===== src/rtl/resync_pkg.sv =====
// Shared constants for the resync_debounce block: default synchroniser depth,
// default debounce length, and the per-channel stability counter width.
package resync_pkg;

  localparam int DEF_STAGES          = 2;
  localparam int DEF_DEBOUNCE_CYCLES = 4;

  // Width needed to hold every count value 0..n (the counter never reaches n,
  // but sizing for n+1 states keeps n=1 at a legal 1-bit width).
  function automatic int cnt_width(input int n);
    return $clog2(n + 1);
  endfunction

endpackage : resync_pkg


===== src/rtl/resync_debounce_chan.sv =====
// One channel of resync_debounce: a STAGES-deep synchroniser followed by a
// stability counter that only lets the output follow the synchronised level
// once it has disagreed with the output for DEBOUNCE_CYCLES consecutive edges.
// Build option: RESYNC_DEBOUNCE_EDGE_EN builds registered rise/fall pulses;
// without it the pulse outputs are tied low and no pulse registers exist.
module resync_debounce_chan
  import resync_pkg::*;
#(
  parameter int   STAGES          = DEF_STAGES,
  parameter int   DEBOUNCE_CYCLES = DEF_DEBOUNCE_CYCLES,
  parameter logic RESET_BIT       = 1'b0
) (
  input  logic clk_i,
  input  logic rst_i,
  input  logic d_i,
  output logic q_o,
  output logic rise_o,
  output logic fall_o
);

  localparam int            CW       = cnt_width(DEBOUNCE_CYCLES);
  localparam logic [CW-1:0] CNT_LAST = CW'(DEBOUNCE_CYCLES - 1);

  logic [STAGES-1:0] sync_q;
  logic              s;
  logic              q_q, q_d;
  logic [CW-1:0]     cnt_q, cnt_d;
  logic              at_last;

  assign s       = sync_q[STAGES-1];
  assign at_last = (cnt_q == CNT_LAST);
  assign q_o     = q_q;

  // Synchroniser chain: stage 0 samples the asynchronous input.
  always_ff @(posedge clk_i or posedge rst_i) begin
    if (rst_i) sync_q <= {STAGES{RESET_BIT}};
    else       sync_q <= {sync_q[STAGES-2:0], d_i};
  end

  // Debounce decision: agree -> clear count; disagree -> count, or commit
  // the new level on the last count (counter is cleared, so it never wraps).
  always_comb begin
    q_d   = q_q;
    cnt_d = '0;
    if (s != q_q) begin
      if (at_last) q_d   = s;
      else         cnt_d = cnt_q + 1'b1;
    end
  end

  // Debounced level and stability counter.
  always_ff @(posedge clk_i or posedge rst_i) begin
    if (rst_i) begin
      q_q   <= RESET_BIT;
      cnt_q <= '0;
    end else begin
      q_q   <= q_d;
      cnt_q <= cnt_d;
    end
  end

`ifdef RESYNC_DEBOUNCE_EDGE_EN
  logic rise_q, fall_q;

  // Pulses are registered alongside q_q so they coincide with the output
  // change; s differs from q_q when committing, so only one can be set.
  always_ff @(posedge clk_i or posedge rst_i) begin
    if (rst_i) begin
      rise_q <= 1'b0;
      fall_q <= 1'b0;
    end else begin
      rise_q <= (s != q_q) && at_last &&  s;
      fall_q <= (s != q_q) && at_last && !s;
    end
  end

  assign rise_o = rise_q;
  assign fall_o = fall_q;
`else
  assign rise_o = 1'b0;
  assign fall_o = 1'b0;
`endif

endmodule : resync_debounce_chan


===== src/rtl/resync_debounce.sv =====
// resync_debounce: WIDTH independent synchronise-and-debounce channels.
// Build option: RESYNC_DEBOUNCE_EDGE_EN enables the rise/fall pulse outputs;
// when undefined those ports stay present but are constant 0.
module resync_debounce
  import resync_pkg::*;
#(
  parameter int               WIDTH           = 4,
  parameter int               STAGES          = DEF_STAGES,
  parameter int               DEBOUNCE_CYCLES = DEF_DEBOUNCE_CYCLES,
  parameter logic [WIDTH-1:0] RESET_VALUE     = '0
) (
  input  logic             clk,
  input  logic             rst,
  input  logic [WIDTH-1:0] data_in,
  output logic [WIDTH-1:0] data_out,
  output logic [WIDTH-1:0] rise,
  output logic [WIDTH-1:0] fall
);

  // Reject configurations that cannot synchronise or debounce.
  generate
    if (STAGES < 2) begin : g_bad_stages
      $fatal(1, "resync_debounce: STAGES must be >= 2");
    end
    if (DEBOUNCE_CYCLES < 1) begin : g_bad_debounce
      $fatal(1, "resync_debounce: DEBOUNCE_CYCLES must be >= 1");
    end
  endgenerate

  // One fully independent channel per data bit.
  for (genvar i = 0; i < WIDTH; i++) begin : g_chan
    resync_debounce_chan #(
      .STAGES          (STAGES),
      .DEBOUNCE_CYCLES (DEBOUNCE_CYCLES),
      .RESET_BIT       (RESET_VALUE[i])
    ) u_chan (
      .clk_i  (clk),
      .rst_i  (rst),
      .d_i    (data_in[i]),
      .q_o    (data_out[i]),
      .rise_o (rise[i]),
      .fall_o (fall[i])
    );
  end

endmodule : resync_debounce


===== config.mk =====
export PLATFORM = sky130hd
export DESIGN_NAME = resync_debounce
export DESIGN_NICKNAME = d
export VERILOG_FILES = /design/src/rtl/resync_pkg.sv /design/src/rtl/resync_debounce_chan.sv /design/src/rtl/resync_debounce.sv
export SDC_FILE = /design/constraint.sdc
export NUM_CORES = 1
export LEC_CHECK = 0
export ABC_AREA = 1
export BUFFER_PORTS_ARGS = -buffer_cell sky130_fd_sc_hd__buf_2
export CAP_MARGIN = 20
export CORE_ASPECT_RATIO = 1.4
export CORE_UTILIZATION = 56
export CTS_BUF_LIST = sky130_fd_sc_hd__clkbuf_4 sky130_fd_sc_hd__clkbuf_8
export DETAILED_ROUTE_END_ITERATION = 8
export GPL_ROUTABILITY_DRIVEN = 0
export GPL_TIMING_DRIVEN = 0
export PLACE_DENSITY = 0.8
export SYNTH_ARGS = -nofsm -noshare
export SYNTH_HDL_FRONTEND = slang
export SYNTH_SLANG_ARGS = --single-unit

===== constraint.sdc =====
create_clock -name clk -period 0.9 [get_ports clk]
set_input_delay 0.135 -clock clk [delete_from_list [all_inputs] [get_ports clk]]
set_output_delay 0.135 -clock clk [all_outputs]
set_load 0.005 [all_outputs]

==> results.txt, run 1 <==
----------------------------------------------------
[Run status]
  Status ... complete, but fails checks
  Violations in the final reports ... hold timing, setup timing

[Synth]
  Area contributors post-synth ... sky130_fd_sc_hd__dfrtp_1 57%, sky130_fd_sc_hd__buf_4 8.6%, sky130_fd_sc_hd__nand2_1 8.6%, sky130_fd_sc_hd__inv_1 8.2%, sky130_fd_sc_hd__nand2_2 6.0%
  Number of register bits inferred by synthesis ... 24
  Synth top area share ... 57.3%
  Total standard cell area after synthesis ... between 0.001 and 0.0015 mm²
  Instance count of the mapped netlist ... ~110
  Average instance area after synthesis ... roughly 9 µm²
  Cell taking the most area after synthesis ... sky130_fd_sc_hd__dfrtp_1
  Yosys cell types ... 9
  Yosys warning total ... 0
  Portion of the post-synthesis area used by sequential elements ... between 50% and 60%

[Cells and area]
  Net total in the final layout ... 153
  Layout cell share with drive strength beyond 1 ... about two fifths
  Fillcell total ... 132
  Area delta synth->final ... 30.4%
  Number of antenna diodes ... 0
  Layout Utilization ... 77.8%
  Sequential Area ... 601 µm²
  Area of the multi-input gates ... 400 µm²
  Post-route cell area ... 0.00137 mm²

[Floorplan]
  Die Wd ... 38.6 µm
  Overall die height ... 53.2 µm
  Placement row count ... 18
  Io pins ... 18
  Core region area ... 0.00176 mm²
  Initial core utilization ... 59.7%
  Die footprint ... between 0.002 and 0.0025 mm²

[Global routing]
  Number of antenna violations at the first check in global routing ... 0
  Gr ovfl total ... 0
  Global-route usage over all layers ... 19.0%
  Vias in the first global route ... 677
  Maximum number of pins on one net before global-route repair ... 25
  Global-route wire length before repair ... roughly 2500 µm

[Run]
  Max-cap viol count ... 0

[STA]
  Time the final worst path needs with I/O delays and setup ... 1.01 ns
  Max Clk Rate ... around 1 GHz
  Worst-case setup margin in the final layout ... -0.109 ns
  Portion of the clock cycle consumed by the worst path in the final layout ... 112%
  Worst Tran Pin Value ... 0.857 ns
  Worst rel slew slack ... a little over two fifths
  Worst-case clock skew ... 0.00354 ns
  Final Setup Violations ... 7
  Final number of hold-violating endpoints ... 24
  Max-slew violation count ... 0
  Post-route worst hold slack ... -0.0293 ns
  RSZ-0062 raised after global routing ... true

[Drt]
  Via-per-instance ratio ... 4.51
  Routed len/inst ... 10.9 µm
  Count of TritonRoute iterations in the first routing pass ... 3
  Metal3 WL ... 43 µm
  Overall routed net length ... 1770 µm
  DRT iter0 DRCs ... 10
  Top sig layer ... met4
  Total number of vias ... 730
  Post-route met1 wirelength ... 637 µm
  Post-DRT Antenna Nets ... 0
  DRC viols ... 0
  Met2 layer wire length in the routed design ... 1040 µm

[Critical path]
  Data required, critical path ... around 0.76 ns
  R2R cell count ... 5
  Slack of the worst reg-to-reg path ... -0.10 ns
  Delay-heaviest family, CP ... flip-flops
  Critical path peak fanout ... 2
  Reg-to-reg endpoint ... g_chan[2].u_chan.cnt_q[0]
  Buffer and inverter count on the worst path ... 1
  Type of element capturing the critical path ... output port
  Chain of cells forming the critical path ... buf_2
  Arrival time of data at the critical path endpoint ... 0.87 ns
  Worst reg2reg startpoint ... g_chan[2].u_chan.q_o
  Slowest stage cell, crit path ... sky130_fd_sc_hd__dfrtp_1
  Worst setup SP type ... register
  CP Class ... register to output port
  Slowest stage delay, CP ... 0.42 ns

[Clock network]
  Library cell used as clock root buffer ... sky130_fd_sc_hd__clkbuf_4
  Max Buffers Root-to-Sink ... 2
  Clock insertion delay at the later pin of the skew report ... 0.32 ns
  Clock net sink count ... 24
  Clock transition time at the flip-flop clock pins of the worst setup and hold paths ... 0.13 ns
  TritonCTS Buffers ... 3
  Maximum level of the CTS H-tree ... 1
  TritonCTS clock tree ... done

[Placed design]
  Pre-CTS setup slack ... -0.0269 ns
  Total of buffers placed on input and output ports ... 9
  DP Area ... 0.00114 mm²
  Placed wire-length estimate ... ~1100 µm

[Power]
  Power, Total ... roughly 3.6 mW
  Maximum VDD drop ... 2.00 mV
  Cell area power density ... 2610 mW/mm²
  Leakage power of the design ... ~0.72 nW

[Worst hold path]
  Worst min-delay path category ... input port to async pin

----------------------------------------------------
==> power by group <==
part	total (mW)	switching (mW)	leakage [nW]	internal, mW
logic	1.48	0.699	0.396	0.781
clock network	0.567	0.320	0.0210	0.248
registers	1.53	0.200	0.302	1.33
==> area by class of cell <==
type	instances	area share, %
buffer	8	4.39
clock buffer	4	2.65
inverter	23	6.31
multi-input combinational	62	29.3
sequential	24	43.9
tap	20	1.83
timing repair buffer	21	11.6
==> through the flow <==
step                instances  TNS (ns)
finish                    162    -0.624
global route              162    -0.947
CTS                       159    -0.365
detailed placement        150    -0.620
global placement          150         0
floorplan                 121         0
==> state kept, by name, indices dropped and copies added, names as in the netlist <==
signal,count
g_chan.u_chan.cnt_q,12
g_chan.u_chan.q_o,4
g_chan.u_chan.sync_q,8
==> what timing repair did <==
action                                 in CTS  in global routing
gates resized for setup                     7                 24
buffers inserted                            5                  3
pin swaps                                   4                 18
hold buffers                                4                  0
endpoints found under the hold margin      28                  0
setup endpoints to repair                  14                 19
==> synthesized netlist by cell type <==
| cell | number |
|---|---|
| sky130_fd_sc_hd__dfrtp_1 | 24 |
| sky130_fd_sc_hd__nand2_1 | 24 |
| sky130_fd_sc_hd__inv_1 | 23 |
| sky130_fd_sc_hd__buf_4 | 12 |
| sky130_fd_sc_hd__nor2_1 | 12 |
| sky130_fd_sc_hd__nand2_2 | 10 |
| sky130_fd_sc_hd__ha_1 | 4 |
| sky130_fd_sc_hd__nand3_1 | 4 |
| sky130_fd_sc_hd__conb_1 | 1 |
==> layer usage <==
| metal | GRT usage, % | vias up |
|---|---|---|
| li1 | - | 366 |
| met2 | 33.3 | 13 |
| met1 | 18.3 | 346 |
| met4 | 14.4 | 0 |
| met3 | 3.78 | 5 |
| met5 | 0 | - |
==> worst max-delay path by stage <==
| stage | depth (start not counted) | end | slack [ns] | startpoint |
|---|---|---|---|---|
| 6_report | 1 | data_out[2] | -0.11 | g_chan[2].u_chan.q_o |
| 2_1_floorplan | 4 | g_chan[0].u_chan.cnt_q[0] | 0.04 | g_chan[0].u_chan.cnt_q[0] |
| 3_3_place_gp | 2 | g_chan[0].u_chan.cnt_q[0] | 0.008 | rst |
| 4_1_cts | 1 | data_out[2] | -0.1 | g_chan[2].u_chan.q_o |
| 3_5_place_dp | 4 | g_chan[1].u_chan.cnt_q[0] | -0.03 | g_chan[1].u_chan.cnt_q[0] |
| 5_1_grt | 1 | data_out[1] | -0.14 | g_chan[1].u_chan.q_o |
==> placed cells by master (no fill, tap or decap) <==
cell	synthesis	layout
sky130_fd_sc_hd__conb_1	1	8
sky130_fd_sc_hd__clkbuf_4	0	3
sky130_fd_sc_hd__dfrtp_1	24	24
sky130_fd_sc_hd__buf_6	0	3
sky130_fd_sc_hd__inv_2	0	3
sky130_fd_sc_hd__buf_2	0	8
sky130_fd_sc_hd__nand2_4	0	4
sky130_fd_sc_hd__buf_4	12	14
sky130_fd_sc_hd__nor2_2	0	4
sky130_fd_sc_hd__nand3_1	4	4
sky130_fd_sc_hd__nor2_1	12	8
sky130_fd_sc_hd__nand2_1	24	15
sky130_fd_sc_hd__nand2_2	10	15
sky130_fd_sc_hd__ha_4	0	4
sky130_fd_sc_hd__inv_1	23	20
sky130_fd_sc_hd__clkbuf_8	0	1
sky130_fd_sc_hd__dlygate4sd3_1	0	4
==> logic make-up after synthesis <==
logic type | count (synthesis) | synth area share, %
AND/OR/NAND/NOR | 50 | 20.8
buffers and inverters | 35 | 16.8
flip-flops | 24 | 57.3
adder cells (fa/ha/maj) | 4 | 4.77
other | 1 | 0.358
Note: power is estimated with default switching activity, not from simulation.
==> inputs of run 2 (changes only) <==
--- a/config.mk
+++ b/config.mk
@@ -15,6 +15,7 @@
 export GPL_ROUTABILITY_DRIVEN = 0
 export GPL_TIMING_DRIVEN = 0
 export PLACE_DENSITY = 0.8
+export SKIP_LAST_GASP = 1
 export SYNTH_ARGS = -nofsm -noshare
 export SYNTH_HDL_FRONTEND = slang
 export SYNTH_SLANG_ARGS = --single-unit
==> results.txt, run 2 (synthesis gave the netlist of run 1 again) <==
----------------------------------------------------
[Critical path]
  Slowest stage cell, crit path ... sky130_fd_sc_hd__dfrtp_1
  Arrival time of data at the critical path endpoint ... 0.86 ns
  Worst setup SP type ... register
  Slowest stage delay, CP ... about 0.41 ns
  Worst reg2reg startpoint ... g_chan[2].u_chan.q_o
  Type of element capturing the critical path ... output port
  Crit path launch ... g_chan[2].u_chan.q_o
  Chain of cells forming the critical path ... buf_2
  Buffer and inverter count on the worst path ... 1
  Data required, critical path ... approximately 0.76 ns
  CP Class ... register to output port
  Delay-heaviest family, CP ... flip-flops
  Critical path peak fanout ... 2

[Floorplan]
  Initial core utilization ... 59.7%
  Overall die height ... 53.2 µm
  Die Wd ... 38.6 µm
  Io pins ... 18
  Die footprint ... 0.00205 mm²
  Placement row count ... 18
  Core region area ... around 0.0018 mm²

[Clock network]
  Library cell used as clock root buffer ... sky130_fd_sc_hd__clkbuf_4
  Clock insertion delay at the later pin of the skew report ... 0.32 ns
  TritonCTS Buffers ... 3
  TritonCTS clock tree ... done
  Clock net sink count ... 24
  Clock transition time at the flip-flop clock pins of the worst setup and hold paths ... approximately 0.13 ns
  Maximum level of the CTS H-tree ... 1
  Max Buffers Root-to-Sink ... 2

[STA]
  Total Negative Setup Slacks ... -0.578 ns
  Worst rel slew slack ... 42.9%
  Max Clk Rate ... 1.00 GHz
  Max-slew violation count ... 0
  Final number of hold-violating endpoints ... 24
  Final Setup Violations ... 7
  Portion of the clock cycle consumed by the worst path in the final layout ... 111%
  Worst-case clock skew ... 0.00270 ns
  Post-route worst hold slack ... -0.0289 ns
  Time the final worst path needs with I/O delays and setup ... 0.998 ns
  Worst-case setup margin in the final layout ... -0.0977 ns
  RSZ-0062 raised after global routing ... true
  Worst Tran Pin Value ... 0.856 ns

[Drt]
  Overall routed net length ... 1760 µm
  Count of TritonRoute iterations in the first routing pass ... 4
  Via-per-instance ratio ... approximately 4.5
  Routed len/inst ... ~11 µm
  DRT iter0 DRCs ... 5
  Total number of vias ... 727
  DRC viols ... 0
  Post-DRT Antenna Nets ... 0

[Power]
  Cell area power density ... 2580 mW/mm²
  Maximum VDD drop ... 2.07 mV
  Leakage power of the design ... between 0.7 and 0.8 nW
  Power, Total ... 3.53 mW

[Cells and area]
  Area delta synth->final ... 30.2%
  Fillcell total ... 133
  Most common library cell in the layout ignoring fill and taps ... sky130_fd_sc_hd__dfrtp_1
  Commonest cells after routing, fill and taps aside ... 24 x sky130_fd_sc_hd__dfrtp_1, 21 x sky130_fd_sc_hd__inv_1, 16 x sky130_fd_sc_hd__nand2_1
  Number of flip-flops under the largest register name ... 12
  Net total in the final layout ... 153
  Layout cell share with drive strength beyond 1 ... 40.1%
  Number of antenna diodes ... 0
  Register with the most flip-flops ... g_chan.u_chan.cnt_q

[Run status]
  Violations in the final reports ... hold timing, setup timing
  Status ... complete, but fails checks

[Placed design]
  Placed wire-length estimate ... 1070 µm
  Total of buffers placed on input and output ports ... 9

[Global routing]
  Global-route usage over all layers ... 19.0%
  Vias in the first global route ... roughly 680
  Maximum number of pins on one net before global-route repair ... 25
  Gr ovfl total ... 0
  Global-route wire length before repair ... 2510 µm
  Number of antenna violations at the first check in global routing ... 0

[Run]
  Max-cap viol count ... 0

[Worst hold path]
  Worst min-delay path category ... input port to async pin

----------------------------------------------------
run 2: cell counts in the layout (fill, tap and decap cells not counted):
No cell type changed its count.
run 2: layer usage:
| metal | wire (µm) | share of wire (%) | global-route usage (%) | up-vias |
|---|---|---|---|---|
| met5 | 0 | 0 | 0 | - |
| met4 | 54 | 3.1 | 14.4 | 0 |
| met3 | 43 | 2.4 | 3.78 | 5 |
| met2 | 1030 | 58 | 33.3 | 13 |
| met1 | 634 | 36 | 18.3 | 343 |
| li1 | - | - | - | 366 |
run 2: cell type report:
type,instances,area (µm²),share of cell area [%]
inverter,23,86.3,6.32
clock buffer,4,36.3,2.66
multi-input combinational,62,398,29.1
timing repair buffer,21,159,11.6
buffer,8,60.1,4.40
sequential,24,601,44.0
tap,20,25.0,1.83
run 2: path summary, 6_finish.rpt:
check	slack [ns]	end	cells after the start
setup / recovery	-0.1	data_out[2]	1
hold / removal	-0.03	g_chan[2].u_chan.sync_q[1]	2
setup reg to reg	-0.09	g_chan[2].u_chan.cnt_q[0]	5
hold reg to reg	0.36	g_chan[1].u_chan.sync_q[1]	0
max in group asynchronous	0.41	g_chan[1].u_chan.cnt_q[1]	2
min in group clk	0.36	g_chan[1].u_chan.sync_q[1]	0
run 2: per-stage QoR:
step / area, µm² / util (%) / instances / setup WS [ns]
finish: 1370 / 77.7 / 162 / -0.0977
global route: 1370 / 77.7 / 162 / -0.140
CTS: 1260 / 72.0 / 159 / -0.0980
detailed placement: 1140 / 65.2 / 150 / -0.0269
global placement: 1140 / 65.2 / 150 / 0.00773
floorplan: 1070 / - / 121 / 0.0443
run 2: power breakdown:
group,switching (mW),internal [mW],total [mW]
logic,0.685,0.753,1.44
clock network,0.318,0.248,0.566
registers,0.197,1.33,1.52
run 2: repair_timing:
action | 4_1_cts | 5_1_grt
pin swaps | 3 | 18
hold buffers | 4 | 0
endpoints found under the hold margin | 28 | 0
resized for setup | 7 | 22
setup endpoints to repair | 14 | 19
setup buffers | 5 | 3
